<file path="config.mk">
export PLATFORM = sky130hd
export DESIGN_NAME = pll_lock_sequencer_flat
export DESIGN_NICKNAME = d
export VERILOG_FILES = /design/src/rtl/pll_lock_sequencer_if.sv /design/src/rtl/pll_lock_sequencer.sv /design/src/flat_wrapper.sv
export SDC_FILE = /design/constraint.sdc
export NUM_CORES = 1
export LEC_CHECK = 0
export ABC_AREA = 1
export BUFFER_PORTS_ARGS = -buffer_cell sky130_fd_sc_hd__buf_4
export CAP_MARGIN = 0
export CORE_MARGIN = 3
export CORE_UTILIZATION = 50
export CTS_BUF_LIST = sky130_fd_sc_hd__clkbuf_2
export CTS_CLUSTER_DIAMETER = 150
export CTS_CLUSTER_SIZE = 20
export DETAILED_ROUTE_END_ITERATION = 8
export GPL_ROUTABILITY_DRIVEN = 0
export HOLD_SLACK_MARGIN = 0.08
export PLACE_DENSITY = 0.68
export SLEW_MARGIN = 20
export SYNTH_ARGS = -nofsm -noshare
export SYNTH_HDL_FRONTEND = slang
export SYNTH_SLANG_ARGS = --single-unit
</file>
<file path="constraint.sdc">
create_clock -name clkin -period 1.7 [get_ports clkin]
set_input_delay 0.085 -clock clkin [delete_from_list [all_inputs] [get_ports clkin]]
set_output_delay 0.085 -clock clkin [all_outputs]
set_load 0.005 [all_outputs]
</file>
<file path="src/rtl/pll_lock_sequencer_if.sv">
// Signal bundle between the PLL lock sequencer and its PLL / meter-reset consumers.
// The slave modport is the sequencer side. The master modport is the driving environment.
interface pll_lock_sequencer_if;
    logic       pll_lock;
    logic       restart;
    logic       pll_reset;
    logic       sys_rst;
    logic       ready;
    logic       fault;
    logic       lock_lost;
    logic [3:0] retry_cnt;

    modport slave (
        input  pll_lock,
        input  restart,
        output pll_reset,
        output sys_rst,
        output ready,
        output fault,
        output lock_lost,
        output retry_cnt
    );

    modport master (
        output pll_lock,
        output restart,
        input  pll_reset,
        input  sys_rst,
        input  ready,
        input  fault,
        input  lock_lost,
        input  retry_cnt
    );
endinterface

</file>
<file path="src/rtl/pll_lock_sequencer.sv">
// PLL reset/lock sequencer: pulses the PLL reset, qualifies lock, and holds meter logic in reset until stable.
// Lock timeouts retry up to MAX_RETRY times, then the block latches a fault until restart.
//
// state       | meaning
// RST_PLL     | PLL reset pin held high for RST_PULSE_CYC cycles
// WAIT_LOCK   | PLL reset released, waiting for lock with a timeout
// STABLE      | lock seen, requiring STABLE_CYC uninterrupted cycles
// RUN         | lock qualified, meter logic released, ready high
// FAULT       | retries exhausted, PLL held in reset until restart
module pll_lock_sequencer #(
    parameter int RST_PULSE_CYC    = 16,
    parameter int LOCK_TIMEOUT_CYC = 50000,
    parameter int STABLE_CYC       = 1024,
    parameter int MAX_RETRY        = 3
) (
    input  logic clkin,
    input  logic reset,
    pll_lock_sequencer_if.slave bus
);

    localparam int MAX_AB  = (RST_PULSE_CYC > LOCK_TIMEOUT_CYC) ? RST_PULSE_CYC : LOCK_TIMEOUT_CYC;
    localparam int MAX_CNT = (MAX_AB > STABLE_CYC) ? MAX_AB : STABLE_CYC;
    localparam int CNT_W   = $clog2(MAX_CNT + 1);

    localparam logic [CNT_W-1:0] RST_LAST     = CNT_W'(RST_PULSE_CYC - 1);
    localparam logic [CNT_W-1:0] TIMEOUT_LAST = CNT_W'(LOCK_TIMEOUT_CYC - 1);
    localparam logic [CNT_W-1:0] STABLE_LAST  = CNT_W'(STABLE_CYC - 1);
    localparam logic [3:0]       RETRY_MAX    = 4'(MAX_RETRY);

    typedef enum logic [2:0] {
        S_RST_PLL,
        S_WAIT_LOCK,
        S_STABLE,
        S_RUN,
        S_FAULT
    } state_t;

    state_t           state_q, state_d;
    logic [CNT_W-1:0] cnt_q, cnt_d;
    logic [3:0]       retry_q, retry_d;
    logic             sync1_q, sync2_q;
    logic             pll_reset_q, pll_reset_d;
    logic             sys_rst_q, sys_rst_d;
    logic             ready_q, ready_d;
    logic             fault_q, fault_d;
    logic             lock_lost_q, lock_lost_d;
    logic             lock_s;

    // pll_lock comes straight off the PLL pin, unrelated to clkin
    always_ff @(posedge clkin or posedge reset) begin
        if (reset) begin
            sync1_q <= 1'b0;
            sync2_q <= 1'b0;
        end else begin
            sync1_q <= bus.pll_lock;
            sync2_q <= sync1_q;
        end
    end

    assign lock_s = sync2_q;

    always_ff @(posedge clkin or posedge reset) begin
        if (reset) begin
            state_q     <= S_RST_PLL;
            cnt_q       <= '0;
            retry_q     <= '0;
            pll_reset_q <= 1'b1;
            sys_rst_q   <= 1'b1;
            ready_q     <= 1'b0;
            fault_q     <= 1'b0;
            lock_lost_q <= 1'b0;
        end else begin
            state_q     <= state_d;
            cnt_q       <= cnt_d;
            retry_q     <= retry_d;
            pll_reset_q <= pll_reset_d;
            sys_rst_q   <= sys_rst_d;
            ready_q     <= ready_d;
            fault_q     <= fault_d;
            lock_lost_q <= lock_lost_d;
        end
    end

    always_comb begin
        state_d     = state_q;
        retry_d     = retry_q;
        lock_lost_d = 1'b0;

        if (bus.restart) begin
            state_d = S_RST_PLL;
            retry_d = '0;
        end else begin
            unique case (state_q)
                S_RST_PLL: begin
                    if (cnt_q == RST_LAST) begin
                        state_d = S_WAIT_LOCK;
                    end
                end
                S_WAIT_LOCK: begin
                    // A lock arriving on the timeout cycle still wins
                    if (lock_s) begin
                        state_d = S_STABLE;
                    end else if (cnt_q == TIMEOUT_LAST) begin
                        if (retry_q == RETRY_MAX) begin
                            state_d = S_FAULT;
                        end else begin
                            retry_d = retry_q + 4'd1;
                            state_d = S_RST_PLL;
                        end
                    end
                end
                S_STABLE: begin
                    if (!lock_s) begin
                        state_d = S_WAIT_LOCK;
                    end else if (cnt_q == STABLE_LAST) begin
                        state_d = S_RUN;
                    end
                end
                S_RUN: begin
                    if (!lock_s) begin
                        lock_lost_d = 1'b1;
                        retry_d     = '0;
                        state_d     = S_RST_PLL;
                    end
                end
                S_FAULT: begin
                    state_d = S_FAULT;
                end
                default: begin
                    state_d = S_RST_PLL;
                end
            endcase
        end

        // Counter restarts on every transition; restart also re-arms a pulse already in progress
        if (bus.restart || (state_d != state_q)) begin
            cnt_d = '0;
        end else if ((state_q == S_RST_PLL) || (state_q == S_WAIT_LOCK) || (state_q == S_STABLE)) begin
            cnt_d = cnt_q + 1'b1;
        end else begin
            cnt_d = cnt_q;
        end

        pll_reset_d = (state_d == S_RST_PLL) || (state_d == S_FAULT);
        sys_rst_d   = (state_d != S_RUN);
        ready_d     = (state_d == S_RUN);
        fault_d     = (state_d == S_FAULT);
    end

    assign bus.pll_reset = pll_reset_q;
    assign bus.sys_rst   = sys_rst_q;
    assign bus.ready     = ready_q;
    assign bus.fault     = fault_q;
    assign bus.lock_lost = lock_lost_q;
    assign bus.retry_cnt = retry_q;

endmodule

</file>
<file path="src/flat_wrapper.sv">
// flat-port wrapper written by rule: the top's interface ports become plain ports
module pll_lock_sequencer_flat 
#(
    parameter int RST_PULSE_CYC    = 16,
    parameter int LOCK_TIMEOUT_CYC = 50000,
    parameter int STABLE_CYC       = 1024,
    parameter int MAX_RETRY        = 3
)
  (clkin, reset, bus_pll_lock, bus_restart, bus_pll_reset, bus_sys_rst, bus_ready, bus_fault, bus_lock_lost, bus_retry_cnt);
  pll_lock_sequencer_if bus_i ();
  input  logic clkin;
  input  logic reset;
  input wire logic [$bits(bus_i.pll_lock)-1:0] bus_pll_lock;
  input wire logic [$bits(bus_i.restart)-1:0] bus_restart;
  output wire logic [$bits(bus_i.pll_reset)-1:0] bus_pll_reset;
  output wire logic [$bits(bus_i.sys_rst)-1:0] bus_sys_rst;
  output wire logic [$bits(bus_i.ready)-1:0] bus_ready;
  output wire logic [$bits(bus_i.fault)-1:0] bus_fault;
  output wire logic [$bits(bus_i.lock_lost)-1:0] bus_lock_lost;
  output wire logic [$bits(bus_i.retry_cnt)-1:0] bus_retry_cnt;
  assign bus_i.pll_lock = bus_pll_lock;
  assign bus_i.restart = bus_restart;
  assign bus_pll_reset = bus_i.pll_reset;
  assign bus_sys_rst = bus_i.sys_rst;
  assign bus_ready = bus_i.ready;
  assign bus_fault = bus_i.fault;
  assign bus_lock_lost = bus_i.lock_lost;
  assign bus_retry_cnt = bus_i.retry_cnt;
  pll_lock_sequencer #(.RST_PULSE_CYC(RST_PULSE_CYC), .LOCK_TIMEOUT_CYC(LOCK_TIMEOUT_CYC), .STABLE_CYC(STABLE_CYC), .MAX_RETRY(MAX_RETRY)) u_core (.clkin(clkin), .reset(reset), .bus(bus_i));
endmodule
</file>
## Yosys cells after proc, flatten, opt, wreduce, memory -nomap -nowiden

Cells that the tools add are included.

| storage, ports and cells | value |
|---|---|
| flip-flop bits (word level) | 30 |
| output and inout bits | 9 |
| logic and storage cells | 57 |

| operators by class | value |
|---|---|
| add/sub/neg operators | 2 |
| equality and inequality tests | 16 |
| mux-type cells | 20 |
| reductions and logical operators | 9 |

Operators with widths:

| kind | count |
|---|---|
| 2-to-1 mux 16 bit | 2 |
| 2-to-1 mux 3 bit | 8 |
| 2-to-1 mux 4 bit | 5 |
| adder 16 x 1 -> 16 bit, second input constant | 1 |
| == test 16 x 10 -> 1 bit, second input constant | 1 |
| == test 16 bit, second input constant | 1 |
| == test 16 x 4 -> 1 bit, second input constant | 1 |
| one-hot mux 3 bit (5 select lines) | 1 |
| == test 3 x 2 -> 1 bit, second input constant | 3 |
| != test 3 bit, second input constant | 3 |
| one-hot mux 4 bit (2 select lines) | 1 |
| == test 3 bit, second input constant | 2 |
| logical NOT 3 bit | 2 |
| != test 3 x 2 -> 1 bit, second input constant | 2 |
| AND reduction 5 bit | 1 |
| adder 4 x 1 -> 4 bit, second input constant | 1 |
| == test 4 x 2 -> 1 bit, second input constant | 1 |
| logical OR 1 bit | 4 |
| == test 3 x 1 -> 1 bit, second input constant | 1 |
| 2-to-1 mux 1 bit | 3 |
| != test 3 bit | 1 |
| nonzero test 3 bit | 1 |
| nonzero test 2 bit | 1 |

## Logic depth before layout (Yosys ltp)

Gate-level depths: netlist (run 1).

| logic depth | value |
|---|---|
| depth after elaboration | 9 |
| mapped depth | 14 |
| gate-level depth less buffers | 12 |

## Worst setup path before layout (run 1)

OpenSTA, ideal clock, no wires.

| timing path | value |
|---|---|
| path type | flip-flop to flip-flop |
| start | register u_core.cnt_q[0] |
| end | register u_core.cnt_q[5] |
| arrival time | 1430 ps |
| path slack | 150 ps |
| stages on the path, launching flop included | 14 |
| buffers on the path | 1 |
| period minus slack after synthesis | 1550 ps |
| path through | dfrtp_1 -> ha_1 -> nand2_1 -> nor2_1 -> nand2_1 -> nor2_2 -> nand2_1 -> nand2_1 -> nor2_1 -> nand2_1 -> inv_2 -> nand2_4 -> buf_6 -> nor2_2 |

| between the ends | value |
|---|---|
| cells in the longest elaborated chain, start to end | 8 |
| elaborated cells on any way between the ends | 16 |

RTL lines:

| what | line | RTL |
|---|---|---|
| start, declared | pll_lock_sequencer.sv:39 | `logic [CNT_W-1:0] cnt_q, cnt_d;` |
| start signal, assigned | pll_lock_sequencer.sv:74 | `cnt_q <= cnt_d;` |
| == test 16 x 10 -> 1 bit / == test 16 bit (equally long branches) | pll_lock_sequencer.sv:115, pll_lock_sequencer.sv:103 |  |
| 2-to-1 mux 3 bit (on tied branches) | pll_lock_sequencer.sv:115, pll_lock_sequencer.sv:103 |  |
| 2-to-1 mux 3 bit (on tied branches) | pll_lock_sequencer.sv:113, pll_lock_sequencer.sv:101 |  |
| one-hot mux 3 bit (5 select lines) | pll_lock_sequencer.sv:93 | `unique case (state_q)` |
| 2-to-1 mux 3 bit | pll_lock_sequencer.sv:89 | `if (bus.restart) begin` |
| != test 3 bit | pll_lock_sequencer.sv:136 | `if (bus.restart \|\| (state_d != state_q)) begin` |
| logical OR 1 bit | pll_lock_sequencer.sv:136 |  |
| 2-to-1 mux 16 bit / nonzero test 2 bit (equally long branches) | - |  |

Several ways; a longest one is shown, not always the timed one. The select of a mux whose other input is x is not followed.
A chain may end at the register's enable or synchronous reset.

## Worst setup path in the final report (run 1)

| timing path | value |
|---|---|
| start | register u_core.cnt_q[1] |
| end | register u_core.cnt_q[4] |

Same word-level chain as after synthesis.

==> impl_metrics.py, run 1 <==
metrics = {
    "global_route": {
        "grt_usage_pct": 19.2,
        "grt_pass1_vias": 1437,
        "grt_overflow_total": 0,
        "grt_first_pass_wirelength_um": 6330,
        "grt_start_max_net_pins": 31,
        "antenna_found_initial": 0,
    },
    "synth": {
        "synth_seq_cells": 30,
        "async_flop_share_pct": 100,
        "synth_top_cell_by_area": "dfrtp_1",
        "synth_edf_count": 0,
        "synth_common_cells": "62 x nand2_1, 41 x nor2_1, 31 x inv_1",
        "synth.net_count": 245,
        "avgSynthCellArea_um2": 7.34,
        "synth-seq-area-share_pct": 42.9,
        "synthTopCellsByArea": "dfrtp_1 40%, nand2_1 13%, nor2_1 8.8%, inv_1 6.6%, xor2_1 6.5%",
        "ys_types": 24,
        "yosysMostFrequentCell": "nand2_1",
        "synth_warnings": 0,
        "ys.flop_type": "dfrtp_1",
        "netlist_instances": 239,
        "mappedNetlistArea_mm2": 0.00176,
        "synth_top_area_share_pct": 39.9,
    },
    "sta": {
        "period_needed_ns": 1.59,
        "finalCritPeriodShare_pct": 93.5,
        "hold_viol": 0,
        "finalClockSkew_ns": 0.0167,
        "slew_violations": 0,
        "layout_setup_ws_ns": 0.110,
        "slew_headroom_pct": 75.3,
        "setup-violations-final": 0,
        "tns_ns": 0,
        "holdWs_ns": 0.371,
        "clock.fmax_ghz": 0.629,
        "tightest_slew_ns": 0.370,
    },
    "setup_path": {
        "crit_type": "flip-flop to flip-flop",
        "r2r-start": "u_core.cnt_q[1]$_DFFE_PP0P_",
        "crit_path_end_kind": "flip-flop",
        "crit_fanout": 8,
        "cp-startpoint": "u_core.cnt_q[1]$_DFFE_PP0P_",
        "arrival_ns": 1.82,
        "required_ns": 1.93,
        "cp-start-kind": "flip-flop",
    },
    "cts": {
        "insertion_delay_ns": 0.35,
        "htreeDepth": 2,
        "cts.path.max_buffers": 2,
        "cts_tree": "yes",
        "clkSlewWorstSetupHoldPaths_ns": 0.15,
        "cts_sinks": 30,
        "cts_buffers": 5,
        "ctsRootBufferMaster": "clkbuf_2",
    },
    "drt": {
        "vias": 1524,
        "post_drt_wl_per_cell_um": 11.9,
        "avgViaCountPerCell": 4.79,
        "drt-total-wl_um": 3780,
        "drc": 0,
        "first_pass_iters": 4,
        "ant_nets": 0,
        "drt_iter0_drc": 75,
    },
    "place": {
        "dp_hpwl_um": 2620,
        "pre_cts_ws_ns": -0.0188,
        "post-place-cells": 304,
        "io_buffers": 12,
    },
    "floorplanning": {
        "die_area_mm2": 0.00426,
        "top_level_ports": 13,
        "core_mm2": 0.00320,
        "initial_core_util_pct": 54.8,
        "fp.dieW_um": 65.3,
        "fp.dieH_um": 65.3,
        "placementRows": 20,
    },
    "final_layout": {
        "layoutNonFillerInstCount": 318,
        "num_antenna_cells": 0,
        "final_util_pct": 66.9,
        "drive_gt1_share_pct": 27.4,
        "regMostFlops": "u_core.cnt_q",
        "area_growth_pct": 22.1,
        "nets": 279,
        "largest_register_ff_count": 16,
        "n_fill_cell": 319,
    },
    "pwr": {
        "power.leakage_nw": 1.06,
        "swShare_pct": 25.4,
        "pwr-share-comb_pct": 10.1,
        "power.density_mw_per_mm2": 567,
        "pwr-share-clk_pct": 28.2,
        "seqPwrFrac_pct": 61.7,
        "peakVddDrop_mv": 0.510,
        "p_sw_uw": 309,
        "p_int_uw": 907,
    },
    "run": {
        "maxCapViolCount": 0,
    },
    "worst_hold_path": {
        "hp-class": "input pin to asynchronous set/reset pin",
    },
    "outcome": {
        "status": "complete, no violations",
    },
}
[through the flow]
step	area, um2	power [mW]
after floorplan	1760	0.825
after global placement	1970	0.865
after detailed placement	1970	0.866
after CTS	2050	1.22
after global routing	2140	1.28
final	2140	1.22
[cells in the final DEF, fill, tap and decap left out, types with 2 or more instances in the layout]
cell type      netlist  routed
nand2_1             62      57
nor2_1              41      36
inv_1               31      31
buf_4                0      26
dfrtp_1             28      24
nor2_2              13      15
xor2_1              13      13
nand3_1             13      12
clkbuf_2             0       8
nand2_2              2       6
o21ai_0              6       6
nand4_1              5       5
a21oi_1              4       4
nor3_1               4       4
dfrtp_2              0       4
nor2_4               0       3
dlygate4sd3_1        0       3
inv_2                3       2
nand3_2              1       2
nand2_8              0       2
dfstp_2              2       2
[power groups by stage]
stage | logic [mW] | clock network (mW) | registers (mW)
floorplan | 0.0642 | 0 | 0.761
global placement | 0.102 | 0 | 0.762
detailed placement | 0.103 | 0 | 0.763
CTS | 0.111 | 0.360 | 0.750
global route | 0.143 | 0.388 | 0.753
finish | 0.123 | 0.343 | 0.750
[logic make-up after synthesis]
family | count (synthesis) | share of synthesized area (%)
compound gates | 10 | 2.85
buf+inv | 37 | 8.48
fa+ha+maj | 2 | 1.43
simple gates | 146 | 37.3
xor+xnor | 14 | 6.99
flops | 30 | 42.9
[worst max-delay path, cell delays in order, from the launching register on]
cell,delay (ns)
dfrtp_1,0.38
ha_2,0.22
nand2_2,0.07
nor2_4,0.11
nand2_1,0.07
nor2_2,0.12
nand2_2,0.09
nand2_2,0.06
nor2_1,0.04
nand2_2,0.09
inv_4,0.07
nand2_8,0.11
nor2_2,0.04
[area by class of cell]
| cell class | count | area [um2] | area share [%] |
|---|---|---|---|
| Clock buffer | 8 | 40.0 | 1.87 |
| Inverter | 34 | 130 | 6.07 |
| Multi-Input combinational cell | 173 | 935 | 43.6 |
| Sequential cell | 30 | 758 | 35.4 |
| Tap cell | 44 | 55.1 | 2.57 |
| Timing Repair Buffer | 29 | 225 | 10.5 |
[timing repair]
item                       in CTS  in global routing
resized for setup               1                 22
hold buffers                    3                  0
setup endpoints to repair      16                 20
cloned                          0                  1
hold endpoints to repair       34                  0
pin swaps                       0                  6
setup buffers                   0                  2
[per-layer routing]
metal	up-vias	track usage, %	routed length (um)
met3	4	4.62	137
met1	699	26.9	1870
met2	21	29.6	1730
li1	800	-	-
met5	-	0	0
met4	0	5.44	35
[worst paths after layout]
kind / endpoint / slack [ns] / depth (start not counted)
setup / recovery: u_core.cnt_q[4]$_DFFE_PP0P_ / 0.11 / 12
hold / removal: u_core.bus.retry_cnt[0]$_DFFE_PP0P_ / 0.37 / 4
setup reg to reg: u_core.cnt_q[4]$_DFFE_PP0P_ / 0.11 / 12
hold reg to reg: u_core.lock_s$_DFF_PP0_ / 0.37 / 0
max in group asynchronous: u_core.bus.sys_rst$_DFF_PP1_ / 1.01 / 4
min in group clkin: u_core.lock_s$_DFF_PP0_ / 0.37 / 0
Power figures use the tool's default switching activity.
==> run 2: changes to the inputs <==
Settings changed: ABC_AREA 1 to default, RECOVER_POWER from default to 50.
==> run 2 against run 1 <==
The run now ends with setup timing left. Synthesized area decreased by 6.3%. Total power grew 0.35%. Die area fell by 5.7%. Non-clock buffer count is 22 higher. Wire length is 2.3% lower. Worst hold slack improved by 0.010 ns. Combinational power increased by 16%. Maximum frequency is 23% lower. Critical endpoint is now u_core.bus.ready$_DFF_PP0_. Largest cell class unchanged. Largest power group unchanged.
==> impl_metrics.py, run 2 <==
metrics = {
    "outcome": {
        "status": "complete, but fails checks",
        "violations": "setup timing",
    },
    "setup_path": {
        "r2r-start": "u_core.cnt_q[7]$_DFFE_PP0P_",
        "cp-start-kind": "flip-flop",
        "crit_fanout": 4,
        "required_ns": 1.94,
        "r2r_end": "u_core.bus.ready$_DFF_PP0_",
        "ff2ff_path_depth": 6,
        "crit_type": "flip-flop to flip-flop",
        "r2r_slack_ns": -0.36,
        "crit_path_end_kind": "flip-flop",
        "arrival_ns": 2.29,
    },
    "place": {
        "placed_area_mm2": 0.00201,
        "pre_cts_ws_ns": -0.389,
        "io_buffers": 12,
        "dp_hpwl_um": 2640,
    },
    "sta": {
        "setup-violations-final": 26,
        "rsz0062_at_grt": "yes",
        "finalCritPeriodShare_pct": 121,
        "clock.fmax_ghz": 0.487,
        "tightest_slew_ns": 0.745,
        "tns_ns": -7.77,
        "finalClockSkew_ns": 0.0187,
        "hold_viol": 0,
        "slew_headroom_pct": 50.3,
        "layout_setup_ws_ns": -0.355,
        "slew_violations": 0,
        "period_needed_ns": 2.06,
    },
    "floorplanning": {
        "core_mm2": 0.00310,
        "fp.dieH_um": 63.4,
        "top_level_ports": 13,
        "initial_core_util_pct": 53.0,
        "placementRows": 20,
        "die_area_mm2": 0.00402,
        "fp.dieW_um": 63.4,
    },
    "synth": {
        "ys_types": 44,
        "ys.flop_type": "dfrtp_1",
        "synth_top_cell_by_area": "dfrtp_1",
        "mappedNetlistArea_mm2": 0.00165,
        "netlist_instances": 156,
        "synth_warnings": 0,
        "synth_edf_count": 0,
        "synth_top_area_share_pct": 42.6,
        "synth-seq-area-share_pct": 45.8,
        "synth_seq_cells": 30,
        "synth_common_cells": "28 x dfrtp_1, 11 x a21oi_1, 11 x nor3_1",
        "synthTopCellsByArea": "dfrtp_1 43%, a21oi_2 4.8%, xnor2_1 4.8%, xor2_1 4.3%, a21oi_1 3.3%",
        "synth.net_count": 162,
        "yosysMostFrequentCell": "dfrtp_1",
        "avgSynthCellArea_um2": 10.5,
        "async_flop_share_pct": 100,
    },
    "drt": {
        "first_pass_iters": 4,
        "drt-total-wl_um": 3690,
        "drc": 0,
        "post_drt_wl_per_cell_um": 14.5,
        "drt_iter0_drc": 62,
        "avgViaCountPerCell": 5.39,
        "ant_nets": 0,
        "vias": 1368,
    },
    "global_route": {
        "grt_start_max_net_pins": 31,
        "grt_pass1_vias": 1353,
        "grt_usage_pct": 20.5,
        "grt_overflow_total": 0,
        "antenna_found_initial": 0,
        "grt_first_pass_wirelength_um": 6440,
    },
    "cts": {
        "insertion_delay_ns": 0.35,
        "clkSlewWorstSetupHoldPaths_ns": 0.15,
        "htreeDepth": 2,
        "cts_tree": "yes",
        "ctsRootBufferMaster": "clkbuf_2",
        "cts_sinks": 30,
        "cts_buffers": 5,
        "cts.path.max_buffers": 2,
    },
    "final_layout": {
        "final_util_pct": 70.0,
        "nets": 216,
        "n_fill_cell": 266,
        "largest_register_ff_count": 16,
        "design_area_mm2": 0.00217,
        "drive_gt1_share_pct": 43.3,
        "area_growth_pct": 32.0,
        "mostFrequentLayoutCells": "41 x buf_4, 28 x dfrtp_1, 11 x nor3_1",
        "regMostFlops": "u_core.cnt_q",
        "multi_input_area_um2": 898,
        "layout_commonest_cell": "buf_4",
        "regArea_um2": 753,
        "num_antenna_cells": 0,
    },
    "worst_hold_path": {
        "whs_endpoint": "u_core.lock_s$_DFF_PP0_",
        "hp-class": "flip-flop to flip-flop",
        "min_delay_path_depth": 0,
        "min_from": "u_core.sync1_q$_DFF_PP0_",
    },
    "pwr": {
        "peakVddDrop_mv": 0.376,
        "power.density_mw_per_mm2": 562,
        "p_total_mw": 1.22,
        "power.leakage_nw": 0.943,
    },
    "run": {
        "maxCapViolCount": 0,
    },
}
run 2: logic make-up (layout without fill, tap and decap cells):
kind of cell             Yosys count  count (layout)  share of synthesized area (%)
AND/OR/NAND/NOR                   66              66                           24.0
flip-flops                        30              30                           45.8
AO/OA/AOI/OAI                     29              30                           14.1
XOR/XNOR                          17              17                           9.05
buffers and inverters             10              63                           4.18
adder cells (fa/ha/maj)            2               2                           1.52
multiplexers                       2               2                           1.29
run 2: cell type report:
type / count / area share (%)
tap: 44 / 2.53
clock buffer: 7 / 1.61
timing repair buffer: 51 / 19.0
inverter: 5 / 0.864
sequential: 30 / 34.7
multi-input combinational: 117 / 41.4
run 2: per-layer routing:
metal	track usage, %	wire [um]
met1	25.6	1630
met2	34.0	1860
met3	4.81	137
met4	8.09	63
met5	0	0
run 2: metrics by stage:
step | cells | hold WS, ns
final | 254 | 0.381
after global routing | 254 | 0.384
after CTS | 253 | 0.359
after detailed placement | 240 | 0.196
after global placement | 240 | 0.179
after floorplan | 156 | 0.116
run 2: worst max-delay path, cell delays in order, from the launching register on:
cell     delay [ns]
dfrtp_1        0.40
or4bb_4        0.54
nor4_4         0.25
buf_4          0.18
nor2b_4        0.06
a311o_2        0.35
and2_4         0.17
run 2: power breakdown:
| group | leakage, nW | total, mW | internal (mW) | switching (mW) |
|---|---|---|---|---|
| Combinational | 0.509 | 0.143 | 0.0681 | 0.0747 |
| Clock | 0.0291 | 0.331 | 0.107 | 0.224 |
| Sequential | 0.404 | 0.746 | 0.734 | 0.0121 |
| Total | 0.943 | 1.22 | 0.909 | 0.311 |
run 2: worst max path at each step:
| stage | from | to | depth (start not counted) |
|---|---|---|---|
| 6_report | u_core.cnt_q[7]$_DFFE_PP0P_ | u_core.bus.ready$_DFF_PP0_ | 6 |
| 5_1_grt | u_core.cnt_q[7]$_DFFE_PP0P_ | u_core.bus.ready$_DFF_PP0_ | 6 |
| 4_1_cts | u_core.cnt_q[7]$_DFFE_PP0P_ | u_core.bus.ready$_DFF_PP0_ | 6 |
| 3_5_place_dp | u_core.cnt_q[11]$_DFFE_PP0P_ | u_core.cnt_q[10]$_DFFE_PP0P_ | 5 |
| 3_3_place_gp | u_core.cnt_q[11]$_DFFE_PP0P_ | u_core.cnt_q[12]$_DFFE_PP0P_ | 5 |
| 2_1_floorplan | u_core.cnt_q[7]$_DFFE_PP0P_ | u_core.cnt_q[1]$_DFFE_PP0P_ | 6 |
run 2: what timing repair did:
| item | 4_1_cts | 5_1_grt |
|---|---|---|
| setup buffers | 2 | 1 |
| pin swaps | 3 | 10 |
| endpoints found under the hold margin | 36 | 0 |
| cloned | 1 | 0 |
| gates resized for setup | 10 | 7 |
| endpoints found under the setup margin | 26 | 26 |
| hold buffers | 3 | 0 |
==> run 3: changes to the inputs <==
Settings changed: PLACE_DENSITY 0.68 to default, PLACE_DENSITY_LB_ADDON from default to 0.2.
==> run 3 against run 2 <==
Total power rose by 0.71%. The run still ends with setup timing left. Combinational power about the same. Final area up 0.23%. Die area is the same. Global-route usage decreased by 0.64 points. Largest power group unchanged. Maximum frequency down 1.4%. Non-clock buffer count is the same. Critical path depth increased by 1. Worst hold slack lost 0.013 ns. Utilization up 0.16 points. Register-to-register slack lost 0.03 ns.
==> impl_metrics.py, run 3 (same netlist as run 2, synthesis figures left out) <==
metrics = {
    "place": {
        "post-place-cells": 240,
        "dp_hpwl_um": 2560,
        "pre_cts_ws_ns": -0.374,
        "io_buffers": 12,
    },
    "final_layout": {
        "mostFrequentLayoutCells": "42 x buf_4, 28 x dfrtp_1, 10 x a21oi_1, 10 x nor3_1, 10 x a21oi_2",
        "n_fill_cell": 245,
        "regArea_um2": 753,
        "largest_register_ff_count": 16,
        "area_growth_pct": 32.3,
        "multi_input_area_um2": 901,
        "layoutNonFillerInstCount": 255,
        "layout_commonest_cell": "buf_4",
        "num_antenna_cells": 0,
        "nets": 216,
        "regMostFlops": "u_core.cnt_q",
        "drive_gt1_share_pct": 42.7,
    },
    "cts": {
        "htreeDepth": 2,
        "ctsRootBufferMaster": "clkbuf_2",
        "cts_sinks": 30,
        "clkSlewWorstSetupHoldPaths_ns": 0.17,
        "insertion_delay_ns": 0.37,
        "cts_tree": "yes",
        "cts_buffers": 5,
        "cts.path.max_buffers": 2,
    },
    "setup_path": {
        "required_ns": 1.97,
        "crit_type": "flip-flop to flip-flop",
        "arrival_ns": 2.36,
        "worst_path_largest_cell_delay_ns": 0.56,
        "path_buf_inv": 2,
        "cp_cell_sequence": "or4_4 > buf_6 > nor4_4 > buf_4 > nor2b_4 > a311o_2 > and2_1",
        "cp-start-kind": "flip-flop",
        "crit_fanout": 4,
        "r2r-start": "u_core.cnt_q[11]$_DFFE_PP0P_",
        "crit_slowest_cell": "or4_4",
        "crit_path_end_kind": "flip-flop",
        "cp-startpoint": "u_core.cnt_q[11]$_DFFE_PP0P_",
        "critical-path-top-delay-family": "simple AND/OR/NAND/NOR gates",
    },
    "global_route": {
        "antenna_found_initial": 0,
        "grt_start_max_net_pins": 31,
        "grt_first_pass_wirelength_um": 6200,
        "grt_pass1_vias": 1416,
        "grt_overflow_total": 0,
        "grt_usage_pct": 19.9,
    },
    "sta": {
        "finalClockSkew_ns": 0.0239,
        "slew_headroom_pct": 51.1,
        "setup-violations-final": 26,
        "slew_violations": 0,
        "hold_viol": 0,
        "tightest_slew_ns": 0.733,
        "clock.fmax_ghz": 0.480,
        "period_needed_ns": 2.08,
        "rsz0062_at_grt": "yes",
        "layout_setup_ws_ns": -0.384,
        "finalCritPeriodShare_pct": 123,
        "holdWs_ns": 0.368,
    },
    "floorplanning": {
        "initial_core_util_pct": 53.0,
        "fp.dieH_um": 63.4,
        "top_level_ports": 13,
        "placementRows": 20,
        "core_mm2": 0.00310,
        "die_area_mm2": 0.00402,
        "fp.dieW_um": 63.4,
    },
    "drt": {
        "ant_nets": 0,
        "drt-total-wl_um": 3800,
        "avgViaCountPerCell": 5.53,
        "drt_iter0_drc": 52,
        "drc": 0,
        "post_drt_wl_per_cell_um": 14.9,
        "first_pass_iters": 4,
        "vias": 1409,
    },
    "pwr": {
        "power.leakage_nw": 0.941,
        "p_total_mw": 1.23,
        "power.density_mw_per_mm2": 564,
        "peakVddDrop_mv": 0.462,
    },
    "outcome": {
        "status": "complete, but fails checks",
        "violations": "setup timing",
    },
    "worst_hold_path": {
        "hp-class": "input pin to flip-flop",
        "min_from": "bus_pll_lock",
    },
    "run": {
        "maxCapViolCount": 0,
    },
}
run 3: layout make-up:
class | count | share of cell area [%]
inverter | 5 | 0.862
clock inverter | 3 | 0.747
sequential | 30 | 34.6
multi-input combinational | 117 | 41.4
timing repair buffer | 51 | 18.7
clock buffer | 5 | 1.15
tap | 44 | 2.53
run 3: worst paths after layout:
path                                                       end  slack (ns)  depth (start not counted)
max                                 u_core.bus.ready$_DFF_PP0_       -0.38                          7
min                                   u_core.sync1_q$_DFF_PP0_        0.37                          2
max reg2reg                         u_core.bus.ready$_DFF_PP0_       -0.38                          7
min reg2reg                            u_core.lock_s$_DFF_PP0_        0.37                          0
max in group asynchronous  u_core.bus.retry_cnt[2]$_DFFE_PP0P_        0.77                          4
min in group asynchronous  u_core.bus.retry_cnt[1]$_DFFE_PP0P_        0.45                          4
run 3: timing repair:
| item | 4_1_cts | 5_1_grt |
|---|---|---|
| resized for setup | 6 | 9 |
| gates cloned | 1 | 0 |
| endpoints found under the hold margin | 40 | 0 |
| buffers inserted | 1 | 2 |
| pin swaps | 2 | 2 |
| hold buffers | 3 | 0 |
| setup endpoints to repair | 26 | 26 |
run 3: per-layer routing:
layer,track usage (%),vias up,wire length (um)
met3,4.63,13,156
li1,-,672,-
met1,23.3,682,1580
met4,8.63,0,95
met2,34.4,42,1960
met5,0,-,0
run 3: worst register-to-register path: cells and delay by family (launching register included):
kind	cells	cell delay, ns
compound gates	1	0.35
simple gates	4	0.91
flops	1	0.41
buf+inv	2	0.33
run 3: stage by stage:
step	setup TNS (ns)	utilization [%]	cell area [um2]
finish	-8.33	70.2	2180
global route	-10.39	70.2	2180
CTS	-8.16	68.3	2120
detailed placement	-7.79	64.8	2010
global placement	-6.42	64.8	2010
floorplan	-6.87	-	1650
run 3: power by group:
group	switching, mW	total, mW	leakage [nW]	internal [mW]
clock	0.248	0.342	0.0264	0.0937
combinational	0.0738	0.141	0.510	0.0671
sequential	0.0117	0.746	0.404	0.734
total	0.334	1.23	0.941	0.895
